[src/rtl/ad7606_pkg.sv]
// Shared types and constants for the AD7606 sample driver.
package ad7606_pkg;

  typedef enum logic [3:0] {
    ST_ADRST   = 4'd0,
    ST_IDLE    = 4'd1,
    ST_ARM     = 4'd2,
    ST_CONVST  = 4'd3,
    ST_BUSY_H  = 4'd4,
    ST_BUSY_L  = 4'd5,
    ST_RD_LOW  = 4'd6,
    ST_RD_HIGH = 4'd7,
    ST_DONE    = 4'd8
  } state_t;

  localparam int MAX_CHN = 8;

  localparam int DEF_RST_CYC        = 50;
  localparam int DEF_CONVST_LOW_CYC = 5;
  localparam int DEF_RD_LOW_CYC     = 4;
  localparam int DEF_RD_HIGH_CYC    = 3;
  localparam int DEF_BUSY_TO_CYC    = 5000;
  localparam int DEF_MIN_PERIOD     = 200;

  localparam logic TRIG_FREE = 1'b0;
  localparam logic TRIG_EXT  = 1'b1;

  // 0 and anything above MAX_CHN select the full channel set
  function automatic logic [3:0] chn_count(input logic [7:0] num);
    if (num == 8'd0 || num > 8'(MAX_CHN)) begin
      return 4'(MAX_CHN);
    end else begin
      return num[3:0];
    end
  endfunction

  // Counter reload so that frame starts land exactly one period apart
  function automatic logic [23:0] period_reload(input logic [23:0] speed,
                                                input logic [23:0] min_period);
    return ((speed > min_period) ? speed : min_period) - 24'd1;
  endfunction

endpackage

[src/rtl/ad7606_sync_edge.sv]
// Two-flop synchronizer with a rising-edge strobe on the synchronized level.
module ad7606_sync_edge
  import ad7606_pkg::*;
(
  input  logic clk,
  input  logic rst,
  input  logic din,
  output logic level,
  output logic rise
);

  logic [2:0] sync;

  // Shift register: two metastability stages plus one history stage
  always_ff @(posedge clk or posedge rst) begin
    if (rst) begin
      sync <= 3'b000;
    end else begin
      sync <= {sync[1:0], din};
    end
  end

  assign level = sync[1];
  assign rise  = sync[1] & ~sync[2];

endmodule

[src/rtl/ad7606_sample_drv.sv]
// AD7606 parallel-interface driver: reset, CONVST, BUSY wait, N-channel read.
// Optional AD7606_TEST_PATTERN_EN replaces bus data with {frame_cnt, chn}.
module ad7606_sample_drv
  import ad7606_pkg::*;
#(
  parameter int RST_CYC        = DEF_RST_CYC,
  parameter int CONVST_LOW_CYC = DEF_CONVST_LOW_CYC,
  parameter int RD_LOW_CYC     = DEF_RD_LOW_CYC,
  parameter int RD_HIGH_CYC    = DEF_RD_HIGH_CYC,
  parameter int BUSY_TO_CYC    = DEF_BUSY_TO_CYC,
  parameter int MIN_PERIOD     = DEF_MIN_PERIOD
) (
  input  logic        i_clk,
  input  logic        i_rst,
  input  logic [7:0]  i_cap_chnnel_num,
  input  logic        i_cap_enable,
  input  logic [23:0] i_cap_speed,
  input  logic        i_cap_trigger,
  input  logic        i_cap_seek,
  input  logic        i_ext_trig,
  input  logic        i_ad_busy,
  input  logic [15:0] i_ad_db,
  output logic        o_ad_reset,
  output logic        o_ad_convst,
  output logic        o_ad_cs_n,
  output logic        o_ad_rd_n,
  output logic [15:0] o_adc_data,
  output logic [2:0]  o_adc_chn,
  output logic        o_adc_valid,
  output logic        o_adc_last,
  output logic [31:0] o_seek_cnt,
  output logic        o_seek_valid,
  output logic        o_err_timeout,
  output logic        o_overrun
);

  localparam logic [15:0] RST_LAST     = 16'(RST_CYC - 1);
  localparam logic [15:0] CONVST_LAST  = 16'(CONVST_LOW_CYC - 1);
  localparam logic [15:0] RD_LOW_LAST  = 16'(RD_LOW_CYC - 1);
  localparam logic [15:0] RD_HIGH_LAST = 16'(RD_HIGH_CYC - 1);
  localparam logic [15:0] BUSY_TO_LAST = 16'(BUSY_TO_CYC - 1);

  state_t      state;
  logic [15:0] tmr;
  logic [23:0] period_cnt;
  logic [3:0]  n_lat;
  logic [2:0]  chn_idx;
  logic        en_d;
  logic        en_rise;
  logic        in_frame;
  logic        last_chn;
  logic        busy_s;
  logic        busy_rise;
  logic        trig_lvl;
  logic        trig_rise;
  logic [15:0] sample;
  logic        unused;

  ad7606_sync_edge u_busy_sync (
    .clk   (i_clk),
    .rst   (i_rst),
    .din   (i_ad_busy),
    .level (busy_s),
    .rise  (busy_rise)
  );

  ad7606_sync_edge u_trig_sync (
    .clk   (i_clk),
    .rst   (i_rst),
    .din   (i_ext_trig),
    .level (trig_lvl),
    .rise  (trig_rise)
  );

`ifdef AD7606_TEST_PATTERN_EN
  assign sample = {o_seek_cnt[12:0], chn_idx};
  assign unused = ^{trig_lvl, busy_rise, i_ad_db};
`else
  assign sample = i_ad_db;
  assign unused = ^{trig_lvl, busy_rise};
`endif

  assign en_rise  = i_cap_enable & ~en_d;
  assign in_frame = (state inside {ST_CONVST, ST_BUSY_H, ST_BUSY_L,
                                   ST_RD_LOW, ST_RD_HIGH, ST_DONE});
  assign last_chn = ({1'b0, chn_idx} == (n_lat - 4'd1));

  // Sequencer: chip reset, conversion, BUSY handshake, channel reads, status
  always_ff @(posedge i_clk or posedge i_rst) begin
    if (i_rst) begin
      state         <= ST_ADRST;
      tmr           <= 16'd0;
      period_cnt    <= 24'd0;
      n_lat         <= 4'(MAX_CHN);
      chn_idx       <= 3'd0;
      en_d          <= 1'b0;
      o_ad_reset    <= 1'b1;
      o_ad_convst   <= 1'b1;
      o_ad_cs_n     <= 1'b1;
      o_ad_rd_n     <= 1'b1;
      o_adc_data    <= 16'd0;
      o_adc_chn     <= 3'd0;
      o_adc_valid   <= 1'b0;
      o_adc_last    <= 1'b0;
      o_seek_cnt    <= 32'd0;
      o_seek_valid  <= 1'b0;
      o_err_timeout <= 1'b0;
      o_overrun     <= 1'b0;
    end else begin
      en_d         <= i_cap_enable;
      o_adc_valid  <= 1'b0;
      o_adc_last   <= 1'b0;
      o_seek_valid <= i_cap_seek;
      if (period_cnt != 24'd0) begin
        period_cnt <= period_cnt - 24'd1;
      end
      if (in_frame && period_cnt == 24'd0) begin
        o_overrun <= 1'b1;
      end

      case (state)
        ST_ADRST: begin
          if (tmr == RST_LAST) begin
            o_ad_reset <= 1'b0;
            tmr        <= 16'd0;
            state      <= ST_IDLE;
          end else begin
            tmr <= tmr + 16'd1;
          end
        end
        ST_IDLE: begin
          period_cnt <= 24'd0;
          if (i_cap_enable) begin
            state <= ST_ARM;
          end
        end
        ST_ARM: begin
          if (!i_cap_enable) begin
            state <= ST_IDLE;
          end else if ((i_cap_trigger == TRIG_FREE && period_cnt == 24'd0) ||
                       (i_cap_trigger == TRIG_EXT && trig_rise)) begin
            n_lat       <= chn_count(i_cap_chnnel_num);
            period_cnt  <= period_reload(i_cap_speed, 24'(MIN_PERIOD));
            chn_idx     <= 3'd0;
            tmr         <= 16'd0;
            o_ad_convst <= 1'b0;
            state       <= ST_CONVST;
          end
        end
        ST_CONVST: begin
          if (tmr == CONVST_LAST) begin
            o_ad_convst <= 1'b1;
            tmr         <= 16'd0;
            state       <= ST_BUSY_H;
          end else begin
            tmr <= tmr + 16'd1;
          end
        end
        ST_BUSY_H: begin
          if (busy_s) begin
            tmr   <= 16'd0;
            state <= ST_BUSY_L;
          end else if (tmr == BUSY_TO_LAST) begin
            o_err_timeout <= 1'b1;
            o_ad_reset    <= 1'b1;
            tmr           <= 16'd0;
            state         <= ST_ADRST;
          end else begin
            tmr <= tmr + 16'd1;
          end
        end
        ST_BUSY_L: begin
          if (!busy_s) begin
            o_ad_cs_n <= 1'b0;
            o_ad_rd_n <= 1'b0;
            tmr       <= 16'd0;
            state     <= ST_RD_LOW;
          end else if (tmr == BUSY_TO_LAST) begin
            o_err_timeout <= 1'b1;
            o_ad_reset    <= 1'b1;
            tmr           <= 16'd0;
            state         <= ST_ADRST;
          end else begin
            tmr <= tmr + 16'd1;
          end
        end
        ST_RD_LOW: begin
          if (tmr == RD_LOW_LAST) begin
            o_adc_data  <= sample;
            o_adc_chn   <= chn_idx;
            o_adc_valid <= 1'b1;
            o_adc_last  <= last_chn;
            o_ad_rd_n   <= 1'b1;
            tmr         <= 16'd0;
            state       <= ST_RD_HIGH;
          end else begin
            tmr <= tmr + 16'd1;
          end
        end
        ST_RD_HIGH: begin
          if (tmr == RD_HIGH_LAST) begin
            tmr <= 16'd0;
            if (last_chn) begin
              o_ad_cs_n <= 1'b1;
              state     <= ST_DONE;
            end else begin
              chn_idx   <= chn_idx + 3'd1;
              o_ad_rd_n <= 1'b0;
              state     <= ST_RD_LOW;
            end
          end else begin
            tmr <= tmr + 16'd1;
          end
        end
        ST_DONE: begin
          o_seek_cnt <= o_seek_cnt + 32'd1;
          state      <= i_cap_enable ? ST_ARM : ST_IDLE;
        end
        default: begin
          o_ad_reset  <= 1'b1;
          o_ad_convst <= 1'b1;
          o_ad_cs_n   <= 1'b1;
          o_ad_rd_n   <= 1'b1;
          tmr         <= 16'd0;
          state       <= ST_ADRST;
        end
      endcase

      // A fresh capture session starts its statistics from zero
      if (en_rise) begin
        o_seek_cnt    <= 32'd0;
        o_overrun     <= 1'b0;
        o_err_timeout <= 1'b0;
      end
    end
  end

endmodule
[config.mk]
export PLATFORM = sky130hd
export DESIGN_NAME = ad7606_sample_drv
export DESIGN_NICKNAME = d
export VERILOG_FILES = /design/src/rtl/ad7606_pkg.sv /design/src/rtl/ad7606_sync_edge.sv /design/src/rtl/ad7606_sample_drv.sv
export SDC_FILE = /design/constraint.sdc
export NUM_CORES = 1
export LEC_CHECK = 0
export ABC_AREA = 1
export ABC_CLOCK_PERIOD_IN_PS = 8050
export BUFFER_PORTS_ARGS = -buffer_cell sky130_fd_sc_hd__buf_2
export CELL_PAD_IN_SITES_DETAIL_PLACEMENT = 2
export CELL_PAD_IN_SITES_GLOBAL_PLACEMENT = 2
export CORE_MARGIN = 5
export CORE_UTILIZATION = 30
export DETAILED_ROUTE_END_ITERATION = 6
export GPL_TIMING_DRIVEN = 0
export PLACE_DENSITY = 0.77
export SLEW_MARGIN = 25
export SYNTH_ARGS = -nofsm -noshare
export SYNTH_HDL_FRONTEND = slang
export SYNTH_SLANG_ARGS = --single-unit
[constraint.sdc]
create_clock -name i_clk -period 8.05 [get_ports i_clk]
set_input_delay 0.805 -clock i_clk [delete_from_list [all_inputs] [get_ports i_clk]]
set_output_delay 0.805 -clock i_clk [all_outputs]
set_load 0.02 [all_outputs]
==> run metrics <==
DRT iter0 DRCs=378; CTS Hold Buffers Added=0; hold slack=0.346 ns; Residual DRC=0; Internal=1.11 mW; syn_area_per_cell=6.95 sq um; Gate Count Post-Synth=1125; # clock sinks=117; synthesized flop and latch total=117; Clk network pwr share=0.516; H-tree levels=4; fraction of registers with async set/reset=1.00; Sw Pwr=0.443 mW; Setup TNS=0 ns; Synth Cell Area=7810 sq um; top_reg_cell synth=dfrtp_1; Root Driver=clkbuf_16; Seq pwr share=0.398; nets=1323; Finish-stage setup viols=0; CTS tree=done; via count=8202; Slew @ Worst Pin=0.652 ns; Worst-Skew Late Latency=0.43 ns; WL per Instance=18.6 microns; CP required=8.34 ns; Ports=115; Final Power=1.55 mW; sequential fraction of the synthesis area=0.375; CP startpoint kind=input pin; clk slew on worst S/H paths=0.06 ns; Switching Fraction=0.285; P_leak=4.61 nW; Final Cell Area=9430 sq um; first-pass GRT wire length=48.6 mm; Seq. cell area=2930 sq um; ant diodes=0; Final Cycle Share=0.463; CTS Buf Count=17; Routed Wire Length=29.9 mm; Core ar.=25800 sq um; wire length on met1=13.8 mm; Port Buffer Count=114; maximum clock frequency=268 MHz; fraction of layout cells with a size suffix above 1=0.168; Max-Cap Viols=0; Routed Antenna Nets=0; syn_nets=1189; clock buffer depth=2; GRT Total Usage=0.206; Hold/Removal Path Class=flop to flop; Resize count post-CTS=0; post-CTS setup buffers=0; outcome=finished clean; post-DP HPWL=22.8 mm; CP Max Fanout=10; Avg Vias per Cell=5.10; Final Hold Fails=0; Slew HR=0.566; P&R area growth vs syn=20.7%; pwr/cell area=165 nW/um^2; Detailed Routing Iterations Pass 1=5; RSZ-0062 raised after global routing=no; highest metal used=met4; largest net degree at the start of global routing=77; DP Area=8840 sq um; Setup crit end kind=flop; Multi-input gate area=4130 sq um; WP data arrival=4.02 ns; Initial Utilization=0.302; die width=171 microns; Max VDD drop=0.114 mV; Overflow after GRT=0; RePlAce Congestion=0.854; chip height=171 microns; yosys warns=0; Clock Skew=0.0153 ns; Die Area=29400 sq um; Final Core Density=0.365; metal2 WL=14.6 mm; Post-synth EDFFs=0; initial antenna violation count=0; max-slew violations=0; Rows=59; synth unique cells=53; Comb pwr share=0.087; vias in the first global route=8993; Setup CP Type=input pin to flop; Fill cells=3153; crit path time final=3.72 ns; DR WL met3=935 microns
[worst max-delay path: stages]
cell     delay, ns
buf_2         0.10
inv_1         0.12
nand2_1       0.11
nor2_1        0.16
nand2_1       0.10
nor2_1        0.15
nand2_1       0.09
buf_2         0.19
inv_1         0.17
nor2_1        0.09
inv_1         0.06
ha_1          0.17
nor3b_1       0.31
nand2_1       0.12
nor2_1        0.19
nand4_1       0.21
nor3_1        0.30
nand2_1       0.12
nand2_1       0.08
nand2_1       0.05
o21ai_0       0.24
nand2_1       0.09
[metal layers]
metal	GRT usage	vias up
li1	-	3971
met1	0.271	4053
met2	0.356	142
met3	0.0324	36
met4	0.0530	0
met5	0	-
[flip-flops by register name (all words and copies together) (netlist names), 2 cells and up]
| register | count |
|---|---|
| o_adc_chn | 3 |
| u_busy_sync.sync | 2 |
| tmr | 16 |
| state | 4 |
| chn_idx | 3 |
| o_adc_data | 16 |
| o_seek_cnt | 32 |
| n_lat | 4 |
| u_trig_sync.sync | 3 |
| period_cnt | 24 |
[Yosys cell counts (4+ instances only)]
library cell | n | area [sq um]
o211ai_1 | 7 | 52.6
ha_1 | 9 | 113
o22ai_1 | 5 | 31.3
a21oi_1 | 47 | 235
dfrtp_1 | 112 | 2800
nor2_1 | 130 | 488
xor2_1 | 25 | 219
nand2_1 | 278 | 1040
o21ai_1 | 6 | 30.0
buf_2 | 7 | 35.0
nor2_4 | 8 | 90.1
o21ai_0 | 63 | 315
nand4_1 | 42 | 263
xnor2_1 | 7 | 61.3
nor2_2 | 5 | 31.3
nand3b_1 | 4 | 30.0
inv_1 | 152 | 571
o31ai_1 | 6 | 45.0
dfstp_2 | 5 | 131
nor3b_1 | 6 | 45.0
nor3_1 | 25 | 125
nor4_1 | 17 | 106
nand3_1 | 88 | 440
clkbuf_1 | 10 | 37.5
inv_2 | 18 | 67.6
[final timing paths]
kind                                      from             endpoint  slack, ns  depth (start not counted)
hold / removal             u_busy_sync.sync[0]  u_busy_sync.sync[1]       0.35                          0
setup reg to reg                 period_cnt[0]       period_cnt[20]       5.05                         11
setup / recovery               i_cap_speed[16]       period_cnt[20]       4.33                         22
min in group asynchronous                i_rst       o_seek_cnt[14]       0.36                          2
hold reg to reg            u_busy_sync.sync[0]  u_busy_sync.sync[1]       0.35                          0
max in group asynchronous                i_rst           o_ad_reset       6.94                          3
[layout make-up]
cell class                 instances  area share
buffer                            20      0.0105
inverter                         173      0.0699
clock inverter                    15      0.0179
sequential                       117       0.311
timing repair buffer             115      0.0634
tap                              335      0.0444
multi-input combinational        815       0.438
clock buffer                      17      0.0451
[stage by stage]
stage | setup slack (ns) | std cells
after floorplan | 4.15 | 1125
after global placement | 2.26 | 1574
after detailed placement | 3.85 | 1575
after CTS | 4.27 | 1607
after global routing | 3.84 | 1607
final | 4.33 | 1607
[kinds of logic (layout without fill, tap and decap cells)]
kind of cell	after synthesis	count (layout)	share of synthesized area
and+or+nand+nor	621	621	0.365
buffers and inverters	193	340	0.0961
AOI/OAI and AO/OA	153	153	0.113
DFF	117	117	0.375
xor gates and xnor gates	32	32	0.0359
adders and majority gates	9	9	0.0144
[cells in the final DEF, fill, tap and decap left out, drive strengths merged, types with 17 or more instances in the layout]
cell type	instances
a21oi	48
nand2	280
nand4	45
nor2	143
inv	178
nor4	17
xor2	25
buf	125
clkbuf	27
o21ai	69
nand3	91
dfrtp	112
nor3	30
[power by group through the flow]
| stage | Clock [mW] | Sequential, mW | Combinational [mW] |
|---|---|---|---|
| after floorplan | 0 | 0.631 | 0.0724 |
| after global placement | 0 | 0.627 | 0.127 |
| after detailed placement | 0 | 0.628 | 0.134 |
| after CTS | 0.822 | 0.617 | 0.136 |
| after global routing | 0.848 | 0.619 | 0.150 |
| final | 0.801 | 0.617 | 0.135 |
No activity file was read; power rests on OpenSTA's default activity.
